===== src/rtl/keypad_scanner.sv =====
// 4x4 matrix keypad scanner: rotates an active-low column drive, synchronizes the rows,
// debounces press and release, and emits one valid strobe with the key code per press.
module keypad_scanner #(
    parameter int SCAN_DIV = 16,
    parameter int DEBOUNCE = 64
) (
    input  logic       clock,
    input  logic       reset,
    input  logic [3:0] row,
    output logic [3:0] col,
    output logic       v,
    output logic [3:0] code,
    output logic       key_down
);

    localparam int DW = $clog2(SCAN_DIV);
    localparam int BW = $clog2(DEBOUNCE);
    localparam logic [DW-1:0] DWELL_LAST = DW'(SCAN_DIV - 1);
    localparam logic [BW-1:0] DEB_LAST   = BW'(DEBOUNCE - 1);

    typedef enum logic [1:0] {
        ST_SCAN = 2'd0,
        ST_DEB  = 2'd1,
        ST_EMIT = 2'd2,
        ST_HOLD = 2'd3
    } state_t;

    state_t        state_r;
    logic [3:0]    sync1_r;
    logic [3:0]    rs_r;
    logic [1:0]    col_idx_r;
    logic [1:0]    row_idx_r;
    logic [DW-1:0] dwell_r;
    logic [BW-1:0] deb_r;
    logic [3:0]    col_r;
    logic          v_r;
    logic [3:0]    code_r;
    logic          key_down_r;
    logic [1:0]    col_next_s;

    // Lowest-index low row wins when several keys in one column are pressed.
    function automatic logic [1:0] lowest_low(input logic [3:0] r);
        logic [1:0] idx;
        idx = 2'd0;
        if (r[0] == 1'b0) begin
            idx = 2'd0;
        end else if (r[1] == 1'b0) begin
            idx = 2'd1;
        end else if (r[2] == 1'b0) begin
            idx = 2'd2;
        end else begin
            idx = 2'd3;
        end
        return idx;
    endfunction

    function automatic logic [3:0] col_drive(input logic [1:0] idx);
        logic [3:0] d;
        case (idx)
            2'd0:    d = 4'b1110;
            2'd1:    d = 4'b1101;
            2'd2:    d = 4'b1011;
            2'd3:    d = 4'b0111;
            default: d = 4'b1110;
        endcase
        return d;
    endfunction

    assign col_next_s = col_idx_r + 2'd1;

    // Two-flop synchronizer for the asynchronous row inputs; idle level is all-high.
    always_ff @(posedge clock or negedge reset) begin
        if (!reset) begin
            sync1_r <= 4'hF;
            rs_r    <= 4'hF;
        end else begin
            sync1_r <= row;
            rs_r    <= sync1_r;
        end
    end

    // Scan / debounce / emit / hold state machine with registered outputs.
    always_ff @(posedge clock or negedge reset) begin
        if (!reset) begin
            state_r    <= ST_SCAN;
            col_idx_r  <= 2'd0;
            row_idx_r  <= 2'd0;
            dwell_r    <= '0;
            deb_r      <= '0;
            col_r      <= 4'b1110;
            v_r        <= 1'b0;
            code_r     <= 4'h0;
            key_down_r <= 1'b0;
        end else begin
            v_r <= 1'b0;
            case (state_r)
                ST_SCAN: begin
                    if (dwell_r == DWELL_LAST) begin
                        if (rs_r != 4'hF) begin
                            row_idx_r <= lowest_low(rs_r);
                            deb_r     <= '0;
                            state_r   <= ST_DEB;
                        end else begin
                            col_idx_r <= col_next_s;
                            col_r     <= col_drive(col_next_s);
                            dwell_r   <= '0;
                        end
                    end else begin
                        dwell_r <= dwell_r + DW'(1);
                    end
                end
                ST_DEB: begin
                    // Only the latched row decides; a single high sample aborts the press.
                    if (rs_r[row_idx_r] == 1'b0) begin
                        if (deb_r == DEB_LAST) begin
                            state_r <= ST_EMIT;
                        end else begin
                            deb_r <= deb_r + BW'(1);
                        end
                    end else begin
                        col_idx_r <= col_next_s;
                        col_r     <= col_drive(col_next_s);
                        dwell_r   <= '0;
                        state_r   <= ST_SCAN;
                    end
                end
                ST_EMIT: begin
                    v_r        <= 1'b1;
                    code_r     <= {row_idx_r, col_idx_r};
                    key_down_r <= 1'b1;
                    deb_r      <= '0;
                    state_r    <= ST_HOLD;
                end
                ST_HOLD: begin
                    if (rs_r == 4'hF) begin
                        if (deb_r == DEB_LAST) begin
                            key_down_r <= 1'b0;
                            col_idx_r  <= col_next_s;
                            col_r      <= col_drive(col_next_s);
                            dwell_r    <= '0;
                            state_r    <= ST_SCAN;
                        end else begin
                            deb_r <= deb_r + BW'(1);
                        end
                    end else begin
                        deb_r <= '0;
                    end
                end
                default: begin
                    state_r <= ST_SCAN;
                end
            endcase
        end
    end

    assign col      = col_r;
    assign v        = v_r;
    assign code     = code_r;
    assign key_down = key_down_r;

endmodule


===== config.mk =====
export PLATFORM = sky130hd
export DESIGN_NAME = keypad_scanner
export DESIGN_NICKNAME = d
export VERILOG_FILES = /design/src/rtl/keypad_scanner.sv
export SDC_FILE = /design/constraint.sdc
export NUM_CORES = 1
export LEC_CHECK = 0
export ABC_CLOCK_PERIOD_IN_PS = 1750
export BUFFER_PORTS_ARGS = -buffer_cell sky130_fd_sc_hd__clkbuf_2
export CAP_MARGIN = 20
export CORE_MARGIN = 2
export CORE_UTILIZATION = 45
export CTS_CLUSTER_SIZE = 28
export DETAILED_ROUTE_END_ITERATION = 7
export PLACE_DENSITY = 0.66
export SLEW_MARGIN = 20
export SYNTH_ARGS = -nofsm -noshare
export SYNTH_HDL_FRONTEND = slang
export SYNTH_SLANG_ARGS = --single-unit

===== constraint.sdc =====
create_clock -name clock -period 1.75 [get_ports clock]
set_clock_uncertainty 0.1 [all_clocks]
set_input_delay 0.0875 -clock clock [delete_from_list [all_inputs] [get_ports clock]]
set_output_delay 0.0875 -clock clock [all_outputs]
set_load 0.05 [all_outputs]

---- Word level (Yosys, flattened, before mapping) ----
Cells that the tools add are included.
operators by class
  add/sub/neg operators ................... 3
  magnitude comparators ................... 1
  equal/unequal tests ..................... 19
  muxes and demuxes ....................... 41
  reduce and logical (&&, ||, !) cells .... 10
operators by type and width
  cell                 count
  $mux 4               10
  $mux 6               5
  $mux 2               13
  $pmux 4 s3           2
  $pmux 6 s4           1
  $pmux 4 s4           1
  $ne 2x2->1 const B   7
  $reduce_and 5->1     2
  $reduce_and 3->1     3
  $eq 2x2->1 const B   4
  $eq 4x4->1 const B   2
  $pmux 2 s4           1
  $add 6x1->6 const B  1
  $eq 6x6->1 const B   1
  $ne 3x3->1 const B   2
  $pmux 2 s3           1
  $reduce_and 6->1     1
  $mux 1               5
  $add 4x1->4 const B  1
  $eq 2x1->1 const B   2
  $logic_not 2->1      2
  $ne 4x4->1 const B   1
  $lt 2x3->1 const B   1
  $reduce_bool 3->1    1
  4 further kinds      4
storage, ports and cells
  register bits ........................... 34
  output and inout port bits .............. 10

---- Logic depth before layout (Yosys ltp) ----
  depth after elaboration ................. 6
  mapped depth ............................ 6
  gate-level depth less buffers ........... 6

---- Worst setup path before layout ----
Ideal clock, no wire load.
  path type ............................... flip-flop to flip-flop
  from .................................... reg dwell_r[0]
  to ...................................... reg dwell_r[2]
  library setup time ...................... 126 ps
  arrival time ............................ 1,645 ps
  required time ........................... 1,524 ps
  setup slack ............................. -121 ps
  stages on the path, launching flop included .. 7
  buffers on the path ..................... 0
  clock period less this slack ............ 1,871 ps
  cells stage by stage .................... dfrtp_1 > ha_1 > and3_1 > a31oi_2 > nand2_2 > and2_4 > a221o_1
on the way
  longest elaborated chain between the ends .. 3
  elaborated cells between the ends (all ways) .. 6
ends and longest elaborated chain
  what                                                   RTL line  text
  start, declared                                        33        logic [DW-1:0] dwell_r;
  start signal, assigned                                 109       dwell_r <= dwell_r + DW'(1);
  $add 4x1->4 / $eq 4x4->1 (equally long branches)       109, 98
  $mux 4 / $ne 3x3->1 (equally long branches)            -
  $pmux 4 s3 / $reduce_and 5->1 (equally long branches)  -
Parallel ways exist; a longest one is shown, timed or not.
A chain may end at the register's enable or synchronous reset.

---- Worst setup path after layout ----
  from .................................... reg rs_r[2]
  to ...................................... reg col_r[0], in the netlist col[0]
on the way
  longest elaborated chain between the ends .. 4
  elaborated cells between the ends (all ways) .. 8
ends and longest elaborated chain
  what                                   RTL line  text
  start, declared                        30        logic [3:0] rs_r;
  start signal, assigned                 78        rs_r <= sync1_r;
  $bmux 1 s2                             114       if (rs_r[row_idx_r] == 1'b0) begin
  $mux 1 (not written as such)           114
  $ne 2x2->1 (no source line)            -
  $reduce_and 6->1 (no source line) (*)  -
  end signal, assigned                   105       col_r <= col_drive(col_next_s);
  end signal, assigned                   122       col_r <= col_drive(col_next_s);
  end signal, assigned                   139       col_r <= col_drive(col_next_s);
  end, declared                          35        logic [3:0] col_r;
Mark *: on every way between the ends. The rest lies on a longest branch, timed or not. The select of a mux whose other input is x is not followed.

==> results.json <==
{
  "status": "finished, violations left",
  "violations": "negative setup slack",
  "via_count": 1254,
  "crit_type": "register to register",
  "ant_nets": 0,
  "syn_nets": 148,
  "worst_pin_slew_ps": 418,
  "total_power_mw": 2.99,
  "ys_seq_area_share_pct": 54.7,
  "die_y_um": 63.3,
  "hold_violations": 0,
  "grt_pass1_wl_um": 6000,
  "async_flop_share_pct": 100,
  "reg2reg_slack_ps": -50,
  "cp-start-kind": "register",
  "timing.final.ws_setup_ps": -54.6,
  "clk_transition_reported_paths_ps": 100,
  "grt.overflow.total": 0,
  "fin_hold_ws_ps": 200,
  "drive_gt1_share_pct": 49.2,
  "fillers": 275,
  "min_period_ps": 1800,
  "post-route-util_pct": 66.0,
  "seq_area_um2": 865,
  "cp_cell_sequence": "nand4_4 > nor3_4 > a31oi_4 > o21ai_4 > buf_6 > mux2i_2",
  "antenna_found_initial": 0,
  "final_common_cell": "buf_4",
  "portBuffers": 15,
  "ir_drop_mv": 0.913,
  "grt_pass1_vias": 1298,
  "area_growth_pct": 40.4,
  "crit_arrival_ps": 1960,
  "cpMaxStageDelayCell": "dfstp_2",
  "crit_end": "col[0]",
  "htreeDepth": 2,
  "syn_inst": 136,
  "core_mm2": 0.00336,
  "vias_per_cell": 5.25,
  "post_synth.cell_area_avg_um2": 11.6,
  "r2r_end": "col[0]",
  "initial_core_util_pct": 47.0,
  "min_period_over_period_pct": 103,
  "clock_path_buffers": 2,
  "fmax_mhz": 554,
  "die_area_mm2": 0.00400,
  "clk_latency_ps": 340,
  "p_per_area_mw_per_mm2": 1350,
  "cts_buffers": 5,
  "multi_input_area_um2": 817,
  "p_leak_nw": 1.01,
  "max_stage_delay_ps": 600,
  "yosys_warnings": 0,
  "ys_ff_latch": 34,
  "timing.rr.start": "rs_r[2]",
  "yosysUniqueCellTypes": 39,
  "ios": 16,
  "rsz0062_at_grt": "yes",
  "synth_edf_count": 0,
  "final.setup.tns_ps": -175,
  "routed_wl_um": 3420,
  "worstHoldPathType": "input pin to asynchronous set/reset pin",
  "ff2ff_path_depth": 6,
  "layout_common_cells": "29 x buf_4, 23 x dfrtp_1, 15 x clkbuf_2",
  "track_usage_pct": 19.3,
  "cp.required_ps": 1900,
  "netlist_area_mm2": 0.00158,
  "setup_viol": 5,
  "drc": 0,
  "crit_start": "rs_r[2]",
  "endpoint_kind": "register",
  "gp_congestion": 0.817,
  "maxCapViolCount": 0,
  "cts_tree": "yes",
  "drtIter0Drc": 36,
  "grt_max_degree": 35,
  "num_antenna_cells": 0,
  "wire_per_inst_um": 14.3,
  "max_slew_margin_pct": 72.1,
  "cts_sinks": 34,
  "nNetsFinal": 204,
  "dr.pass1.iters": 4,
  "die-width_um": 63.3,
  "synth_flop_cell": "dfrtp_1",
  "hpwl_um": 2240,
  "drv_slew": 0,
  "placementRows": 21,
  "root_buffer": "clkbuf_4",
  "critPathMaxFanout": 4
}
-- how the worst min path moves through the flow --
stage | cells past startpoint | slack (ps) | start | endpoint
after detailed placement | 2 | 40 | reset | dwell_r[2]
final | 3 | 200 | reset | code[2]
after floorplan | 0 | -310 | reset | asynchronous set/reset pin
after global placement | 2 | 30 | reset | dwell_r[3]
after CTS | 3 | 210 | reset | dwell_r[2]
after global routing | 3 | 250 | reset | dwell_r[2]
-- stage by stage --
stage | std cells | cell area [um2] | worst slack (ps)
after global routing | 239 | 2220 | -145
after detailed placement | 216 | 1890 | -50.7
after global placement | 216 | 1890 | -0.434
after CTS | 235 | 2100 | -19.2
final | 239 | 2220 | -54.6
after floorplan | 136 | 1610 | -19.1
-- logic make-up after synthesis --
logic type | share of synthesized area, %
compound gates | 13.4
simple gates | 17.4
buf+inv | 3.01
flops | 54.7
xor+xnor | 1.11
fa+ha+maj | 4.75
mux | 5.70
-- registers in the layout, indices dropped and copies added, names as in the netlist, named ones only --
signal,count
deb_r,6
sync1_r,4
state_r,1
col,4
rs_r,4
code,4
key_down,1
v,1
dwell_r,4
col_idx_r,2
row_idx_r,2
-- metal layers --
layer	vias to the layer above	routed length (um)	GRT usage (%)
met2	21	1760	32.3
met5	-	0	0
li1	602	-	-
met4	0	44	4.89
met3	4	110	4.82
met1	627	1500	25.1
-- what timing repair did --
action | 4_1_cts | 5_1_grt
cloned | 0 | 0
gates resized for setup | 5 | 17
setup buffers | 6 | 5
endpoints found under the hold margin | 38 | 0
hold buffers | 5 | 0
pin swaps | 12 | 12
setup endpoints to repair | 6 | 13
-- cell usage after synthesis (2+ instances only) --
cell	count	area share, %
dfrtp_1	23	36
nand2_1	12	2.8
dfstp_2	11	18
nand3_1	11	3.5
inv_1	10	2.4
o21ai_0	8	2.5
a21oi_1	6	1.9
ha_1	6	4.7
mux2i_1	6	3.8
nor3_1	4	1.3
a31oi_2	2	1.6
and2_4	2	1.1
and3_1	2	0.79
and3_4	2	1.4
buf_2	2	0.63
mux2_4	2	1.9
nor2_1	2	0.47
nor3b_1	2	0.95
o31ai_1	2	0.95
xnor2_1	2	1.1
-- worst max-delay path: cells and delay by family, from the launching register on --
kind	cells	cell delay, ps
flip-flops	1	600
multiplexers	1	200
AO/OA/AOI/OAI	2	290
AND/OR/NAND/NOR	2	380
buffers and inverters	1	150
-- final cells by class --
type,count,area share (%)
inverter,10,1.69
sequential,34,38.9
multi-input combinational,90,36.8
tap,46,2.59
timing repair buffer,51,16.5
clock buffer,8,3.55
-- power breakdown --
| group | internal, mW | total (mW) | switching, mW |
|---|---|---|---|
| clock network | 0.274 | 0.530 | 0.256 |
| registers | 1.01 | 1.18 | 0.170 |
| logic | 0.619 | 1.29 | 0.667 |
| total | 1.90 | 2.99 | 1.09 |
Note: power is estimated with default switching activity, not from simulation.
